[src/rtl/branch_resolve_unit.sv]
// Resolves branch/jump outcomes against branch_comp results, predicts with a bimodal 2-bit PHT,
// and registers PCSel/mispredict for the PC-select stage (1-cycle latency, valid/ready hold).
module branch_resolve_unit #(
  parameter int IDX_W = 4,
  parameter int CNT_W = 32
) (
  input  logic             clk,
  input  logic             rst,
  input  logic             in_valid,
  output logic             in_ready,
  input  logic             is_branch,
  input  logic             is_jump,
  input  logic [2:0]       funct3,
  input  logic [31:0]      pc,
  output logic             BrUn,
  input  logic             Eq,
  input  logic             Lt,
  output logic             out_valid,
  input  logic             out_ready,
  output logic             PCSel,
  output logic             pred_taken,
  output logic             mispredict,
  output logic             illegal_f3,
  output logic [CNT_W-1:0] branch_cnt,
  output logic [CNT_W-1:0] mispred_cnt
);

  localparam int N = 1 << IDX_W;

  logic [1:0]       pht_q [N];
  logic             out_valid_q, out_valid_d;
  logic             pcsel_q, pcsel_d;
  logic             pred_q, pred_d;
  logic             misp_q, misp_d;
  logic             ill_q, ill_d;
  logic [CNT_W-1:0] branch_cnt_q, branch_cnt_d;
  logic [CNT_W-1:0] mispred_cnt_q, mispred_cnt_d;

  logic [IDX_W-1:0] idx;
  logic [1:0]       ctr;
  logic             accept;
  logic             f3_bad;
  logic             cond;
  logic             is_br_only;
  logic             pht_wr;
  logic [1:0]       ctr_new;
  logic             unused_pc;

  assign unused_pc  = ^{pc[31:IDX_W+2], pc[1:0]};
  assign idx        = pc[IDX_W+1:2];
  assign ctr        = pht_q[idx];
  assign in_ready   = !out_valid_q || out_ready;
  assign accept     = in_valid && in_ready;
  assign BrUn       = (funct3[2:1] == 2'b11);
  assign f3_bad     = (funct3[2:1] == 2'b01);
  assign is_br_only = is_branch && !is_jump;

  always_comb begin
    cond = 1'b0;
    case (funct3)
      3'b000:          cond = Eq;
      3'b001:          cond = !Eq;
      3'b100, 3'b110:  cond = Lt;
      3'b101, 3'b111:  cond = !Lt;
      default:         cond = 1'b0;
    endcase
  end

  always_comb begin
    pcsel_d = pcsel_q;
    pred_d  = pred_q;
    misp_d  = misp_q;
    ill_d   = ill_q;
    if (accept) begin
      pcsel_d = 1'b0;
      pred_d  = 1'b0;
      misp_d  = 1'b0;
      ill_d   = 1'b0;
      if (is_jump) begin
        pcsel_d = 1'b1;
        pred_d  = 1'b1;
      end else if (is_branch) begin
        // cond is already 0 for the reserved funct3 codes, so mispredict reduces to pred_taken
        pcsel_d = cond;
        pred_d  = ctr[1];
        misp_d  = ctr[1] != cond;
        ill_d   = f3_bad;
      end
    end
  end

  always_comb begin
    if (accept) out_valid_d = 1'b1;
    else if (out_ready) out_valid_d = 1'b0;
    else out_valid_d = out_valid_q;
  end

  always_comb begin
    branch_cnt_d  = branch_cnt_q;
    mispred_cnt_d = mispred_cnt_q;
    if (accept && is_br_only && !(&branch_cnt_q))
      branch_cnt_d = branch_cnt_q + CNT_W'(1);
    if (accept && is_br_only && misp_d && !(&mispred_cnt_q))
      mispred_cnt_d = mispred_cnt_q + CNT_W'(1);
  end

  assign pht_wr = accept && is_br_only && !f3_bad;

  always_comb begin
    ctr_new = ctr;
    if (cond && ctr != 2'b11) ctr_new = ctr + 2'b01;
    else if (!cond && ctr != 2'b00) ctr_new = ctr - 2'b01;
  end

  always_ff @(posedge clk) begin
    if (rst) begin
      out_valid_q   <= 1'b0;
      pcsel_q       <= 1'b0;
      pred_q        <= 1'b0;
      misp_q        <= 1'b0;
      ill_q         <= 1'b0;
      branch_cnt_q  <= '0;
      mispred_cnt_q <= '0;
      for (int i = 0; i < N; i++) pht_q[i] <= 2'b01;
    end else begin
      out_valid_q   <= out_valid_d;
      pcsel_q       <= pcsel_d;
      pred_q        <= pred_d;
      misp_q        <= misp_d;
      ill_q         <= ill_d;
      branch_cnt_q  <= branch_cnt_d;
      mispred_cnt_q <= mispred_cnt_d;
      if (pht_wr) pht_q[idx] <= ctr_new;
    end
  end

  assign out_valid   = out_valid_q;
  assign PCSel       = pcsel_q;
  assign pred_taken  = pred_q;
  assign mispredict  = misp_q;
  assign illegal_f3  = ill_q;
  assign branch_cnt  = branch_cnt_q;
  assign mispred_cnt = mispred_cnt_q;

endmodule

[config.mk]
export PLATFORM = sky130hd
export DESIGN_NAME = branch_resolve_unit
export DESIGN_NICKNAME = d
export VERILOG_FILES = /design/src/rtl/branch_resolve_unit.sv
export SDC_FILE = /design/constraint.sdc
export NUM_CORES = 1
export LEC_CHECK = 0
export BUFFER_PORTS_ARGS = -buffer_cell sky130_fd_sc_hd__buf_2
export CAP_MARGIN = 20
export CORE_MARGIN = 2
export CORE_UTILIZATION = 55
export CTS_CLUSTER_DIAMETER = 80
export CTS_CLUSTER_SIZE = 14
export DETAILED_ROUTE_END_ITERATION = 8
export PLACE_DENSITY = 0.88
export SYNTH_ARGS = -nofsm -noshare
export SYNTH_HDL_FRONTEND = slang
export SYNTH_SLANG_ARGS = --single-unit
[constraint.sdc]
create_clock -name clk -period 3.93 [get_ports clk]
set_clock_uncertainty 0.1 [all_clocks]
set_input_delay 0.393 -clock clk [delete_from_list [all_inputs] [get_ports clk]]
set_output_delay 0.393 -clock clk [all_outputs]
set_load 0.1 [all_outputs]
==> out/metrics.yaml <==
yosys:
  synthArstFlopShare: 0
  synth_area_leaders: "dfxtp_1 27%, edfxtp_1 19%, nor2_1 5.4%"
  synth_ff_type: "dfxtp_1"
  avgSynthCellArea_um2: 9.30
  yosysUniqueCellTypes: 49
  synth_edf_count: 32
  yosys_register_bits: 101
  synth.net_count: 601
  synth_top_cells_by_count: "74 x nor2_1, 69 x dfxtp_1, 36 x nand2_1, 36 x nand3_1"
  yosysMostFrequentCell: "nor2_1"
  synthesis.area_um2: 5150
  synth_top_cell_by_area: "dfxtp_1"
  yosysWarnings: 0
  synthCells: 554
  yosysTopAreaCellShare: 0.268
  ys_seq_area_frac: 0.455
worst_setup_path:
  path_max_fanout: 14
  crit_arrival_ns: 3.24
  path_class: "reg2reg"
  crit_buf_inv: 0
  crit_top_cell: "mux4_2"
  worst_ep_required_time_ns: 4.12
  path_cells: "mux4_2 -> mux4_2 -> xnor2_4 -> nand4_2 -> or4_1 -> a21oi_1"
  cp_top_family: "multiplexers"
  cpPeakStageDelay_ns: 0.63
  cp_slowest_cell: "mux4_2"
  crit_path_end_kind: "flop"
  start_kind: "flop"
clock_tree:
  clk_pin_slew_ns: 0.10
  cts_root_buffer: "clkbuf_8"
  htree_levels: 3
  cts_sinks: 101
  insertion_delay_ns: 0.36
  clock_path_buffers: 2
  ctsHoldBuffers: 0
  cts_buffers: 9
  cts_setup_buffers: 0
  ctsResizeCount: 0
  tritoncts: "yes"
global_routing:
  grt_max_degree: 95
  grt_pass1_wl_um: 19100
  grt_usage: 0.236
  grt_remaining_overflow: 0
  antenna_found_initial: 0
  first_global_vias: 4019
final_layout:
  drive_gt1_frac: 0.215
  antennaDiodeCount: 0
  n_fill_cell: 713
  multi_input_area_um2: 2660
  syn2layout_area_growth_pct: 13.5
  final_util: 0.639
  seq_area_um2: 2340
  fin_nets: 674
die:
  die_width_um: 101
  floorplan.initialDensity: 0.563
  die_h_um: 101
  pin_count: 114
  die_area_um2: 10200
  coreArea_um2: 9150
  fp-row-count: 35
timing:
  rsz0062_at_grt: "false"
  layout_min_cycle_time_ns: 3.04
  slew_violations: 0
  timing.final.crit_share: 0.775
  slew_headroom: 0.369
  tightest_slew_ns: 0.946
  finalSetupTns_ns: 0
  hold_viol: 0
  setup_viol: 0
  max_freq_mhz: 328
place:
  port_buffers: 85
  dpl.hpwl_um: 8320
  gp_congestion: 0.841
drt:
  ant_nets: 0
  drtIter0Drc: 274
  first_pass_iters: 5
  vias: 4489
  viasPerCell: 6.04
  wl_um: 11700
  drc: 0
  wl_per_cell_um: 15.8
run:
  max-cap-violations: 0
pwr:
  powerDensity_nw_per_um2: 339
  power_leakage_nw: 2.11
  ir_worst_vdd_mv: 0.190
worst_hold_path:
  hold_class: "in2reg"
status:
  outcome: "complete, no violations"
## routing by layer
| metal | vias up | share of wire | track usage |
|---|---|---|---|
| li1 | 2155 | - | - |
| met3 | 17 | 0.063 | 0.0361 |
| met2 | 177 | 0.50 | 0.392 |
| met1 | 2140 | 0.42 | 0.318 |
| met5 | - | 0 | 0 |
| met4 | 0 | 0.014 | 0.0759 |
## worst paths after layout
kind | startpoint | to | slack (ns) | cells past startpoint
hold / removal | is_branch | PCSel | 0.23 | 3
setup / recovery | pht_q[3][1] | mispred_cnt[20] | 0.89 | 6
hold reg to reg | mispred_cnt[14] | mispred_cnt[14] | 0.41 | 2
setup reg to reg | pht_q[3][1] | mispred_cnt[20] | 0.89 | 6
## report_power, final
group / total (W) / internal [W] / switching [W]
Sequential: 0.00109 / 0.00108 / 0.00000639
Combinational: 0.000192 / 0.0000559 / 0.000136
Clock: 0.000700 / 0.000332 / 0.000367
Total: 0.00198 / 0.00147 / 0.000510
## worst reg2reg max path, stage by stage (launching register included)
cell      delay [ns]
edfxtp_1        0.42
mux4_2          0.48
mux4_2          0.63
xnor2_4         0.28
nand4_2         0.33
or4_1           0.58
a21oi_1         0.16
## cells by family (layout without fill, tap and decap cells)
kind of cell	Yosys count	after routing	share of synthesized area
AOI/OAI and AO/OA	55	55	0.0644
xor gates and xnor gates	40	40	0.0731
adders and majority gates	4	4	0.00972
buffers and inverters	37	115	0.0299
DFF	101	101	0.455
muxes	16	16	0.0573
and+or+nand+nor	301	301	0.311
## final cells by class
class                      instances  area share
multi-input combinational        416       0.454
sequential                       101       0.401
inverter                           9     0.00578
clock inverter                     7      0.0150
clock buffer                       9      0.0212
tap                              111      0.0238
timing repair buffer              90      0.0792
## registers in the layout, indices dropped and copies added (netlist names)
signal	flops
PCSel	1
mispredict	1
mispred_cnt	32
pred_taken	1
out_valid	1
illegal_f3	1
pht_q	32
branch_cnt	32
## cells in the final DEF (no fill, tap or decap), drive strengths merged, types with 5 or more instances in the layout
cell	n
a21oi	24
and3	10
and4	11
buf	90
clkbuf	9
dfxtp	69
edfxtp	32
inv	12
mux2	5
mux4	10
nand2	36
nand2b	13
nand3	36
nand4	24
nor2	74
nor2b	13
nor3	33
nor4	10
o21ai	12
o31ai	5
or2	13
or3	13
or4	5
xnor2	26
xor2	14
## per-stage QoR
stage / instances / hold WS, ns / power, W / setup WS, ns / area (µm²)
detailed placement: 727 / 0.399 / 0.00130 / 0.608 / 5630
global route: 743 / 0.249 / 0.00204 / 0.748 / 5840
floorplan: 554 / 0.422 / 0.00126 / 0.165 / 5150
CTS: 743 / 0.219 / 0.00199 / 0.890 / 5840
global placement: 727 / 0.381 / 0.00130 / 0.735 / 5630
finish: 743 / 0.231 / 0.00198 / 0.885 / 5840
(Power assumes the default switching activity.)
